<file path="config.mk">
export PLATFORM = sky130hd
export DESIGN_NAME = fixedpoint_mul_arb
export DESIGN_NICKNAME = d
export VERILOG_FILES = /design/src/rtl/fixedpoint_mul_arb.sv
export SDC_FILE = /design/constraint.sdc
export NUM_CORES = 1
export LEC_CHECK = 0
export BUFFER_PORTS_ARGS = -buffer_cell sky130_fd_sc_hd__buf_2
export CAP_MARGIN = 10
export CORE_ASPECT_RATIO = 1.2
export CORE_MARGIN = 4
export CORE_UTILIZATION = 45
export CTS_CLUSTER_SIZE = 8
export DETAILED_ROUTE_END_ITERATION = 8
export GPL_TIMING_DRIVEN = 0
export PLACE_DENSITY_LB_ADDON = 0.15
export SYNTH_ARGS = -nofsm -noshare
export SYNTH_HDL_FRONTEND = slang
export SYNTH_SLANG_ARGS = --single-unit
</file>
<file path="constraint.sdc">
create_clock -name clk -period 6.3 [get_ports clk]
set_input_delay 1.26 -clock clk [delete_from_list [all_inputs] [get_ports clk]]
set_output_delay 1.26 -clock clk [all_outputs]
set_load 0.005 [all_outputs]
</file>
<file path="src/rtl/fixedpoint_mul_arb.sv">
// fixedpoint_mul_arb: round-robin time-sharing of one Q4.4 x Q4.4 -> Q7.1 signed multiplier among NREQ requesters
module fixedpoint_mul_arb #(
   parameter int NREQ = 4,
   parameter int IDW  = 2
) (
   input  logic              clk,
   input  logic              rst_n,
   input  logic [NREQ-1:0]   req_valid,
   input  logic [8*NREQ-1:0] req_in1,
   input  logic [8*NREQ-1:0] req_in2,
   output logic [NREQ-1:0]   req_ready,
   output logic              rsp_valid,
   input  logic              rsp_ready,
   output logic [IDW-1:0]    rsp_id,
   output logic [7:0]        rsp_out,
   output logic              busy
);
   typedef enum logic [1:0] {IDLE, MUL, RESP} state_t;
   state_t state_q, state_d;
   logic [IDW-1:0] last_q, id_q, gnt_id;
   logic gnt_vld;
   logic [7:0] op1_q, op2_q, rsp_out_q;
   logic rsp_valid_q;
   logic [15:0] prod;
   int cand;
   // first valid requester after the last grant, wrapping modulo NREQ
   always_comb begin
      gnt_vld = 1'b0;
      gnt_id = last_q;
      cand = 0;
      for (int k = 1; k <= NREQ; k++) begin
         cand = int'(last_q) + k;
         if (cand >= NREQ) cand = cand - NREQ;
         if (!gnt_vld && req_valid[cand[IDW-1:0]]) begin
            gnt_vld = 1'b1;
            gnt_id = cand[IDW-1:0];
         end
      end
   end
   always_comb begin
      state_d = (state_q == IDLE) ? (gnt_vld ? MUL : IDLE) :
                (state_q == MUL)  ? RESP : (rsp_ready ? IDLE : RESP);
   end
   always_comb begin
      req_ready = (state_q == IDLE && gnt_vld) ? NREQ'(1) << gnt_id : '0;
      busy = state_q != IDLE;
      rsp_valid = rsp_valid_q;
      rsp_out = rsp_out_q;
      rsp_id = id_q;
   end
   assign prod = 16'($signed(op1_q)) * 16'($signed(op2_q));
   always_ff @(posedge clk or negedge rst_n) begin
      if (!rst_n) begin
         state_q <= IDLE;
         last_q <= IDW'(NREQ - 1);
         id_q <= '0;
         op1_q <= '0;
         op2_q <= '0;
         rsp_out_q <= '0;
         rsp_valid_q <= 1'b0;
      end else begin
         state_q <= state_d;
         if (state_q == IDLE && gnt_vld) begin
            last_q <= gnt_id;
            id_q <= gnt_id;
            op1_q <= req_in1[8*gnt_id +: 8];
            op2_q <= req_in2[8*gnt_id +: 8];
         end
         if (state_q == MUL) begin
            rsp_out_q <= prod[14:7];
            rsp_valid_q <= 1'b1;
         end
         if (state_q == RESP && rsp_ready) rsp_valid_q <= 1'b0;
      end
   end
endmodule

</file>
After elaboration in Yosys (flattened, before gate mapping):

Cells that the tools add are included.

* register bits after elaboration: 31
* output and inout bits: 16
* word-level logic and storage cells: 67
* latch bits: 0
* bits of input ports: 71
* RAM bits: 0
* ROM bits: 0
* memories: 0

* divide/modulo/power cells: 0
* magnitude comparators: 8
* multiplexer cells: 27
* add/sub/neg operators: 8
* reduce and logical (&&, ||, !) cells: 11
* $mul: 1
* eq/ne operators: 2
* bitwise operators: 0
* shift operators: 3

Operator list (count)
* indexed part select 32 x 6 -> 8 bit: 2
* two-way mux 2 bit: 11
* multiplier 8 x 8 -> 15 bit: 1
* less-than comparator 2 x 3 -> 1 bit (second input constant): 4
* two-way mux 1 bit: 11
* >= comparator 3 bit (second input constant): 3
* binary-select mux 1 bit (select 2 bit): 4
* subtractor 2 x 1 -> 2 bit (second input constant): 4
* adder 2 x 2 -> 3 bit (second input constant): 2
* logical AND 1 bit: 5
* adder 2 x 3 -> 4 bit (second input constant): 1
* >= comparator 4 x 3 -> 1 bit (second input constant): 1
* two-way mux 4 bit: 1
* nonzero test 2 bit: 2
* left shift 1 x 2 -> 4 bit (first input constant): 1
* adder 2 x 1 -> 3 bit (second input constant): 1
* zero test 1 bit: 3
* == test 2 x 1 -> 1 bit (second input constant): 1
* == test 2 bit (second input constant): 1
* zero test 2 bit: 1

Logic depth before layout (Yosys ltp):

Gate-level depths: netlist of run 1.

* word-level depth: 17
* gate-level depth with buffers: 17
* mapped depth without buffers: 16

Least setup slack after synthesis of run 1:

No wires, ideal clock.

* path kind: register to register
* from: register op2_q[6]
* to: register rsp_out_q[7], in the netlist rsp_out[7]
* cell stages (with the launch flop): 17
* data arrival time: 4278 ps
* required time: 6231 ps
* slack: 1954 ps
* buffers on the path: 1
* setup time: 69 ps
* period minus slack after synthesis: 4346 ps
* cell sequence: dfrtp_1 clkbuf_1 nand2_1 fa_1 fa_1 inv_1 fa_1 inv_1 fa_1 inv_1 ha_1 nand2_1 or4b_4 nand4_1 nand4_1 a211o_1 nand3_1

* cells in the longest elaborated chain, start to end: 1

RTL lines
* from (decl): line 22 `logic [7:0] op1_q, op2_q, rsp_out_q;`
* from (signal assigned): line 67 `op2_q <= req_in2[8*gnt_id +: 8];`
* multiplier 8 x 8 -> 15 bit: line 51 `assign prod = 16'($signed(op1_q)) * 16'($signed(op2_q));`
* to (signal assigned): line 70 `rsp_out_q <= prod[14:7];`
* to (decl): line 22

Every way passes these cells.
A chain may end at the register's enable or synchronous reset.

Final worst setup path of run 1:

* from: register op2_q[5]
* to: register rsp_out_q[7], in the netlist rsp_out[7]

The elaborated chain is that of the path after synthesis.

==> impl_results.md, run 1 <==
* Status: completed
* YS warnings at 0
* Gr ovfl total at 0
* # hold bufs at CTS at 0
* CP startpoint kind: register
* Residual DRC at 0
* Die height at 112 um
* First-pass iteration count of the detailed router at 4
* Clock Latency Late Sink at 0.29 ns
* Pre-CTS setup slack at 1.51 ns
* CP peak stage delay at 0.54 ns
* Largest net degree at the start of global routing at 32
* Initial drt markers at 86
* # port buffers at 86
* Peak Freq at 210 MHz
* Routed vias at approximately 3100
* # IOs at 87
* Diodes inserted at 0
* HPWL Detailed at between 7 and 8 mm
* Mapped Cells at 412
* Slew Viols, Final at 0
* Adder-cell share of the synthesized area at 0.325
* Initial antenna violation count at 0
* CTS tree: built
* Register area share after synthesis at 0.192
* Sink Count at 31
* Skew final at 0.00910 ns
* Root Driver: clkbuf_8
* Post-Syn Area at between 4000 and 5000 sq um
* Area growth syn-to-layout at 16.6%
* Chip width at 94.6 um
* Crit end category: register
* Worst Path Required at 6.53 ns
* Post-DRT Antenna Nets at 0
* Max Fanout on Critical Path at 10
* Final Critical Period at about 4.8 ns
* Post-synth EDFFs at 0
* Largest family of logic cells by synthesized area: adder cells
* Clk pin slew, worst setup/hold paths at ~0.080 ns
* Critical path arrival at 4.98 ns
* Final Wtd Congestion at 0.810
* Commonest register cell after synthesis: dfrtp_1
* Clock buffer depth at 2
* Htree depth at 2
* Nets at about 650
* Avg Synthesized Cell Area at 9.82 sq um
* CTS buffer count at 5
* Setup CP Type: reg -> reg
* Critical-path top delay cell: fa_1
* Compound-cell area share of the yosys netlist at 0.0519
* First-pass GRT wire length at ~15 mm
* Vias per inst at 4.90
* Post-CTS Setup Repair Bufs at 0
* Vias in the first global route at 3322
* Setup violators final at 0
* Most Frequent Cell on Critical Path: fa_1
* PostCTS Resize Cnt at 0
* FILL cells at 812
* Cells along the critical path: clkbuf_1 > nand2_1 > fa_1 > fa_1 > inv_1 > fa_1 > inv_1 > fa_1 > inv_1 > ha_1 > nand2_1 > or4b_4 > nand4_1 > nand4_1 > a211o_1 > nand3_1
* Most frequent cells in the layout: buf_2 (88), inv_1 (80), fa_1 (50)
* Asr flop ratio synth at 1.00
* Synth Area in Simple Gates at 0.138
* Synth cell types at 39
* Final worst path period share at 0.755
* Wire length per cell at 14.1 um
* DIE AREA at 10600 sq um
* Final wirelength at ~9 mm
* Hold Fails Final Rpt at 0
* Number of max-cap violations at 0
* Core Area at 8660 sq um
* HP Class: reg -> reg
* RSZ-0062 raised after global routing: no
* Share of cells above drive strength 1 at 0.249
* Most common cell after layout, fill and taps aside: buf_2
* Row count at 37
* Slew HR at 0.538
* Slew at the pin with the worst max-slew slack at 0.693 ns
* GR Util All Layers at 0.178
* Starting Density at 0.468
* Synth Net Count at 558
* Seq cells post-synth at 31
* TNS Setup at 0 ns
* Final setup margin at 1.54 ns
* Synth Area in XOR/XNOR at 0.0325
* Mux contribution to synthesized area at 0.163
through the flow:
step | util | std cells | cell area (sq um) | hold slack, ns
final | 0.545 | 623 | 4720 | 0.476
after global routing | 0.545 | 623 | 4720 | 0.501
after CTS | 0.545 | 623 | 4720 | 0.485
after detailed placement | 0.534 | 615 | 4620 | 0.466
after global placement | 0.534 | 615 | 4620 | 0.458
after floorplan | - | 412 | 4050 | 0.473
critical path: cells and delay by family (launching register included):
family,cells,cell delay (ns)
adders and majority gates,5,2.40
and+or+nand+nor,6,1.12
buffers and inverters,4,0.52
DFF,1,0.32
AOI/OAI and AO/OA,1,0.31
metal layers:
layer,wire length [um],track usage
met5,0,0
met4,76,0.0327
met3,408,0.0270
met2,4700,0.334
met1,3600,0.213
flip-flops by register name, indices dropped and copies added (netlist names):
name and cells:
op1_q 8, op2_q 8, rsp_out 8, last_q 2
rsp_id 2, state_q 2, rsp_valid 1
logic make-up (layout without fill, tap and decap cells):
family | Yosys count | after routing
AO/OA/AOI/OAI | 34 | 34
XOR/XNOR | 15 | 15
adder cells (fa/ha/maj) | 75 | 75
buffers and inverters | 92 | 186
flip-flops | 31 | 31
multiplexers | 64 | 64
AND/OR/NAND/NOR | 101 | 101
layout make-up:
class                      instances  area [sq um]  area share
inverter                          80           300      0.0636
tap                              117           146      0.0310
buffer                            12          92.6      0.0196
timing repair buffer              86           430      0.0912
multi-input combinational        289          2880       0.610
clock buffer                       5          68.8      0.0146
sequential                        31           778       0.165
clock inverter                     3          25.0     0.00530
final timing paths:
kind,start,end,slack (ns),cells after the start
max in group asynchronous,rst_n,op1_q[0],4.84,1
min in group asynchronous,rst_n,rsp_out[0],1.01,1
max reg2reg,op2_q[5],rsp_out[7],1.54,16
min,rsp_out[0],rsp_out[0],0.48,2
max,op2_q[5],rsp_out[7],1.54,16
min reg2reg,rsp_out[0],rsp_out[0],0.48,2
cell usage after synthesis (3+ instances only):
cell / instances / share of area
dfrtp_1: 29 / 0.18
xor2_1: 5 / 0.011
mux2i_1: 48 / 0.12
and2_1: 41 / 0.063
nor2_1: 12 / 0.011
clkbuf_1: 4 / 0.0037
a21oi_1: 12 / 0.015
ha_1: 25 / 0.077
nand2_1: 24 / 0.022
nand2b_1: 4 / 0.0062
o21ai_1: 7 / 0.0087
o21ai_0: 7 / 0.0087
buf_6: 4 / 0.011
and3_1: 3 / 0.0046
xnor2_1: 10 / 0.022
mux2_2: 16 / 0.045
nor2b_1: 7 / 0.011
inv_1: 80 / 0.074
fa_1: 50 / 0.25
Power of run 1 is not shown: default switching activity piles up to over one toggle a cycle in this logic, so the estimate is an artifact.
==> run 2, diff against run 1 <==
Settings changed: ABC_AREA from default to 1.
Clock period 6.3 ns to 3.9 ns, I/O delays scaled along.
==> impl_results.md, run 2 <==
* Status: finished with violations
* Failing checks: setup timing
* Most common cell in the synthesized netlist: nand2_1
* Initial drt markers at 125
* Number of max-cap violations at 0
* Post-DRT Antenna Nets at 0
* Synth area leader: fa_1
* Vias per inst at between 4 and 5
* Diodes inserted at 0
* Critical path arrival at 4.14 ns
* Final worst path period share at 1.02
* GR Util All Layers at 0.208
* HP Class: reg -> reg
* Initial antenna violation count at 0
* Residual DRC at 0
* Final Critical Period at 3.97 ns
* Setup violators final at 2
* Asr flop ratio synth at 1.00
* Starting Density at 0.460
* Setup CP Type: reg -> reg
* Die height at 119 um
* RSZ-0062 raised after global routing: yes
* # port buffers at 86
* Mapped Cells at 683
* Final wirelength at 11.5 mm
* Max Fanout on Critical Path at 9
* Avg Synthesized Cell Area at 6.71 sq um
* Final setup margin at -0.0653 ns
* Largest net degree at the start of global routing at 32
* Root Driver: clkbuf_16
* Hold Fails Final Rpt at 0
* Post-Syn Area at between 4000 and 5000 sq um
* First-pass GRT wire length at 20.3 mm
* CP startpoint kind: register
* Synth cell types at 34
* Core Area at 9960 sq um
* CTS tree: built
* Most common cell after layout, fill and taps aside: nand2_1
* Slew HR at 0.497
* # IOs at 87
* Register area share after synthesis at 0.170
* Wire length per cell at around 13 um
* Slew at the pin with the worst max-slew slack at 0.754 ns
* Skew final at 0.00428 ns
* Crit end category: register
* # hold bufs at CTS at 0
* Vias in the first global route at 4543
* Hold Worst Slack at 0.472 ns
* Final Wtd Congestion at approximately 0.89
* Area growth syn-to-layout at 25.0%
* Seq cells post-synth at 31
* DIE AREA at 11900 sq um
* Synth top area cells: fa_1 (22%), nand2_1 (18%), dfrtp_1 (16%)
* Row count at 40
* Nets at 933
* Share of cells above drive strength 1 at 0.275
* Clock Latency Late Sink at approximately 0.28 ns
* Clock buffer depth at 2
* Routed vias at approximately 4400
* Synth Net Count at 829
* Synth top area share at 0.218
* Commonest register cell after synthesis: dfrtp_1
* YS warnings at 0
* Sink Count at 31
* Htree depth at 2
* Peak Freq at around 250 MHz
* First-pass iteration count of the detailed router at 4
* Most frequent cells in the layout: nand2_1 (206), inv_1 (134), buf_2 (91)
* CTS buffer count at 5
* Chip width at 100 um
* Gr ovfl total at 0
* Most frequent cells after synthesis: nand2_1 (216), inv_1 (153), nand3_1 (61)
* Post-synth EDFFs at 0
* Clk pin slew, worst setup/hold paths at 0.05 ns
* Slew Viols, Final at 0
* Worst Path Required at 4.07 ns
* HPWL Detailed at 9.24 mm
run 2: changes by cell type after synthesis, sizes merged, moves of 6 or more:
| cell | change |
|---|---|
| xnor2 | -6 |
| nor2 | +44 |
| or2 | +9 |
| mux2 | -16 |
| nand2 | +201 |
| nand3 | +62 |
| inv | +76 |
| and2 | -41 |
| mux2i | -48 |
| nor2b | -7 |
| clkbuf | +10 |
run 2: worst max-delay path: stages (launching register included):
cell	delay, ns
dfrtp_1	0.38
buf_8	0.15
nand2_4	0.09
inv_4	0.04
fa_2	0.59
inv_2	0.07
fa_1	0.48
inv_1	0.05
fa_1	0.48
inv_1	0.05
fa_1	0.49
inv_2	0.05
ha_4	0.27
nand4_1	0.14
nor3_1	0.15
nand2_1	0.10
nand3_2	0.10
nand3_2	0.08
nand3_2	0.06
nand2_1	0.04
run 2: what timing repair did:
action,in CTS,in global routing
endpoints found under the setup margin,6,7
setup buffers,8,8
pin swaps,29,24
endpoints found under the hold margin,0,0
gates resized for setup,41,32
gates cloned,2,0
run 2: logic make-up after synthesis:
logic type | after synthesis | synth area share
AO/OA/AOI/OAI | 27 | 0.0322
flip-flops | 31 | 0.170
adder cells (fa/ha/maj) | 75 | 0.287
XOR/XNOR | 7 | 0.0134
buffers and inverters | 182 | 0.161
AND/OR/NAND/NOR | 361 | 0.337
run 2: layer usage:
metal	global-route usage	vias to the layer above	wire length (um)
met1	0.249	2053	4510
met2	0.381	89	6250
met4	0.0682	0	240
li1	-	2217	-
met3	0.0248	18	501
met5	0	-	0
run 2: worst paths after layout:
kind / from / end / slack [ns] / cells past startpoint
setup / recovery: op1_q[7] / rsp_out[7] / -0.07 / 19
hold / removal: rsp_out[2] / rsp_out[2] / 0.47 / 2
setup reg to reg: op1_q[7] / rsp_out[7] / -0.07 / 19
hold reg to reg: rsp_out[2] / rsp_out[2] / 0.47 / 2
max in group asynchronous: rst_n / op1_q[3] / 2.81 / 1
min in group asynchronous: rst_n / op2_q[3] / 0.56 / 1
run 2: cell type report:
cell class	instances	area, sq um
Multi-Input combinational cell	470	3290
Tap cell	126	158
Timing Repair Buffer	104	579
Clock buffer	7	143
Clock inverter	1	5.00
Inverter	156	598
Sequential cell	31	788
Fill cell	958	4230
Buffer	19	171
run 2: through the flow:
stage                util  setup slack [ns]  area, sq um  std cells  TNS [ns]
detailed placement  0.529            -0.307         5270        895     -1.14
finish              0.575           -0.0653         5730        914    -0.111
global route        0.575            -0.253         5730        914     -1.22
global placement    0.529            -0.292         5270        895    -0.909
CTS                 0.564           -0.0800         5620        907    -0.191
floorplan               -           0.00734         4680        683         0
Power of run 2 is left out for the same reason.
==> run 3, diff against run 2 <==
Settings changed: SKIP_CTS_REPAIR_TIMING from default to 1.
==> impl_results.md, run 3 (same netlist as run 2, synthesis figures left out) <==
* Htree depth at 2
* Clock Latency Late Sink at 0.28 ns
* Gr ovfl total at 0
* Number of max-cap violations at 0
* CP peak stage delay at ~0.6 ns
* Max Fanout on Critical Path at 5
* Setup violators final at 4
* First-pass GRT wire length at 19.6 mm
* Most frequent cells in the layout: nand2_1 (209), inv_1 (142), buf_2 (92)
* FF-to-FF path depth at 19
* Core Area at 9960 sq um
* CTS buffer count at 5
* Die height at 119 um
* GR Util All Layers at 0.202
* Cells along the critical path: buf_8 > nand2_4 > inv_4 > fa_2 > inv_2 > fa_1 > inv_1 > fa_1 > inv_1 > fa_1 > inv_2 > ha_4 > nand4_1 > nor3_1 > nand2_1 > nand3_2 > nand3_2 > nand3_1 > nand2_1
* Status: finished with violations
* Nets at 924
* Slew HR at 0.497
* Skew final at 0.00481 ns
* Hold Path Depth at 2
* Post-DRT Antenna Nets at 0
* Final core occ at 0.564
* Final instance area at 5610 sq um
* Routed vias at 4350
* First-pass iteration count of the detailed router at 4
* Crit end category: register
* Slew at the pin with the worst max-slew slack at 0.755 ns
* Final wirelength at roughly 11 mm
* Setup CP Type: reg -> reg
* Starting Density at 0.460
* Post-DP Area at 5270 sq um
* Critical path arrival at roughly 4.2 ns
* Sink Count at 31
* Final setup margin at -0.144 ns
* Residual DRC at 0
* DIE AREA at 11900 sq um
* Critical-path top delay cell: fa_2
* Initial drt markers at 135
* Area growth syn-to-layout at 22.5%
* Slew Viols, Final at 0
* Vias in the first global route at between 4000 and 5000
* Row count at 40
* # port buffers at 86
* Vias per inst at 4.81
* Final worst path period share at 1.04
* Wire length per cell at 12.4 um
* Diodes inserted at 0
* RSZ-0062 raised after global routing: yes
* FILL cells at 967
* Most Frequent Cell on Critical Path: fa_1
* Worst Path Required at ~4 ns
* CTS tree: built
* Peak Freq at 247 MHz
* Most common cell after layout, fill and taps aside: nand2_1
* # IOs at 87
* HP Class: reg -> reg
* Share of cells above drive strength 1 at 0.248
* Final Critical Period at 4.04 ns
* Final Wtd Congestion at 0.892
* Multi-input logic area at 3250 sq um
* Reg area at 787 sq um
* Largest net degree at the start of global routing at 32
* Root Driver: clkbuf_16
* Failing checks: setup timing
* Clk pin slew, worst setup/hold paths at approximately 0.05 ns
* Clock buffer depth at 2
* CP startpoint kind: register
* Initial antenna violation count at 0
* Hold Fails Final Rpt at 0
* HPWL Detailed at 9.24 mm
* Chip width at between 100 and 150 um
run 3: cell count changes in the layout (fill, tap and decap cells not counted), sizes merged:
cell    change
buf         -7
clkbuf      -2
run 3: final timing paths:
check	from	slack, ns	end
max in group asynchronous	rst_n	2.81	op1_q[3]
setup / recovery	op1_q[7]	-0.14	rsp_out[7]
min in group asynchronous	rst_n	0.56	op2_q[3]
setup reg to reg	op1_q[7]	-0.14	rsp_out[7]
hold / removal	rsp_out[2]	0.47	rsp_out[2]
hold reg to reg	rsp_out[2]	0.47	rsp_out[2]
run 3: cell type report:
cell class	count	area share
repair buffers	93	0.0887
plain buffers	21	0.0319
inverters	156	0.106
multi-input cells	470	0.579
well taps	126	0.0281
flip-flops and latches	31	0.140
clock buffers	7	0.0254
clock inverters	1	0.000892
run 3: critical path, delay by kind of cell, from the launching register on:
family | cells | cell delay (ns)
flip-flops | 1 | 0.42
AND/OR/NAND/NOR | 8 | 0.77
adder cells (fa/ha/maj) | 5 | 2.33
buffers and inverters | 6 | 0.42
run 3: per-stage QoR:
stage | setup TNS (ns) | cells | hold slack, ns | setup slack (ns)
after floorplan | 0 | 683 | 0.472 | 0.00734
after global placement | -0.909 | 895 | 0.459 | -0.292
after detailed placement | -1.14 | 895 | 0.460 | -0.307
after CTS | -1.28 | 903 | 0.474 | -0.341
after global routing | -1.36 | 905 | 0.496 | -0.311
final | -0.300 | 905 | 0.475 | -0.144
run 3: layer usage:
metal | vias up | global-route usage | part of all wire
met5 | - | 0 | 0
met4 | 0 | 0.0623 | 0.020
met3 | 13 | 0.0248 | 0.036
met2 | 88 | 0.371 | 0.54
met1 | 2045 | 0.239 | 0.40
li1 | 2204 | - | -
Power of run 3 is left out for the same reason.
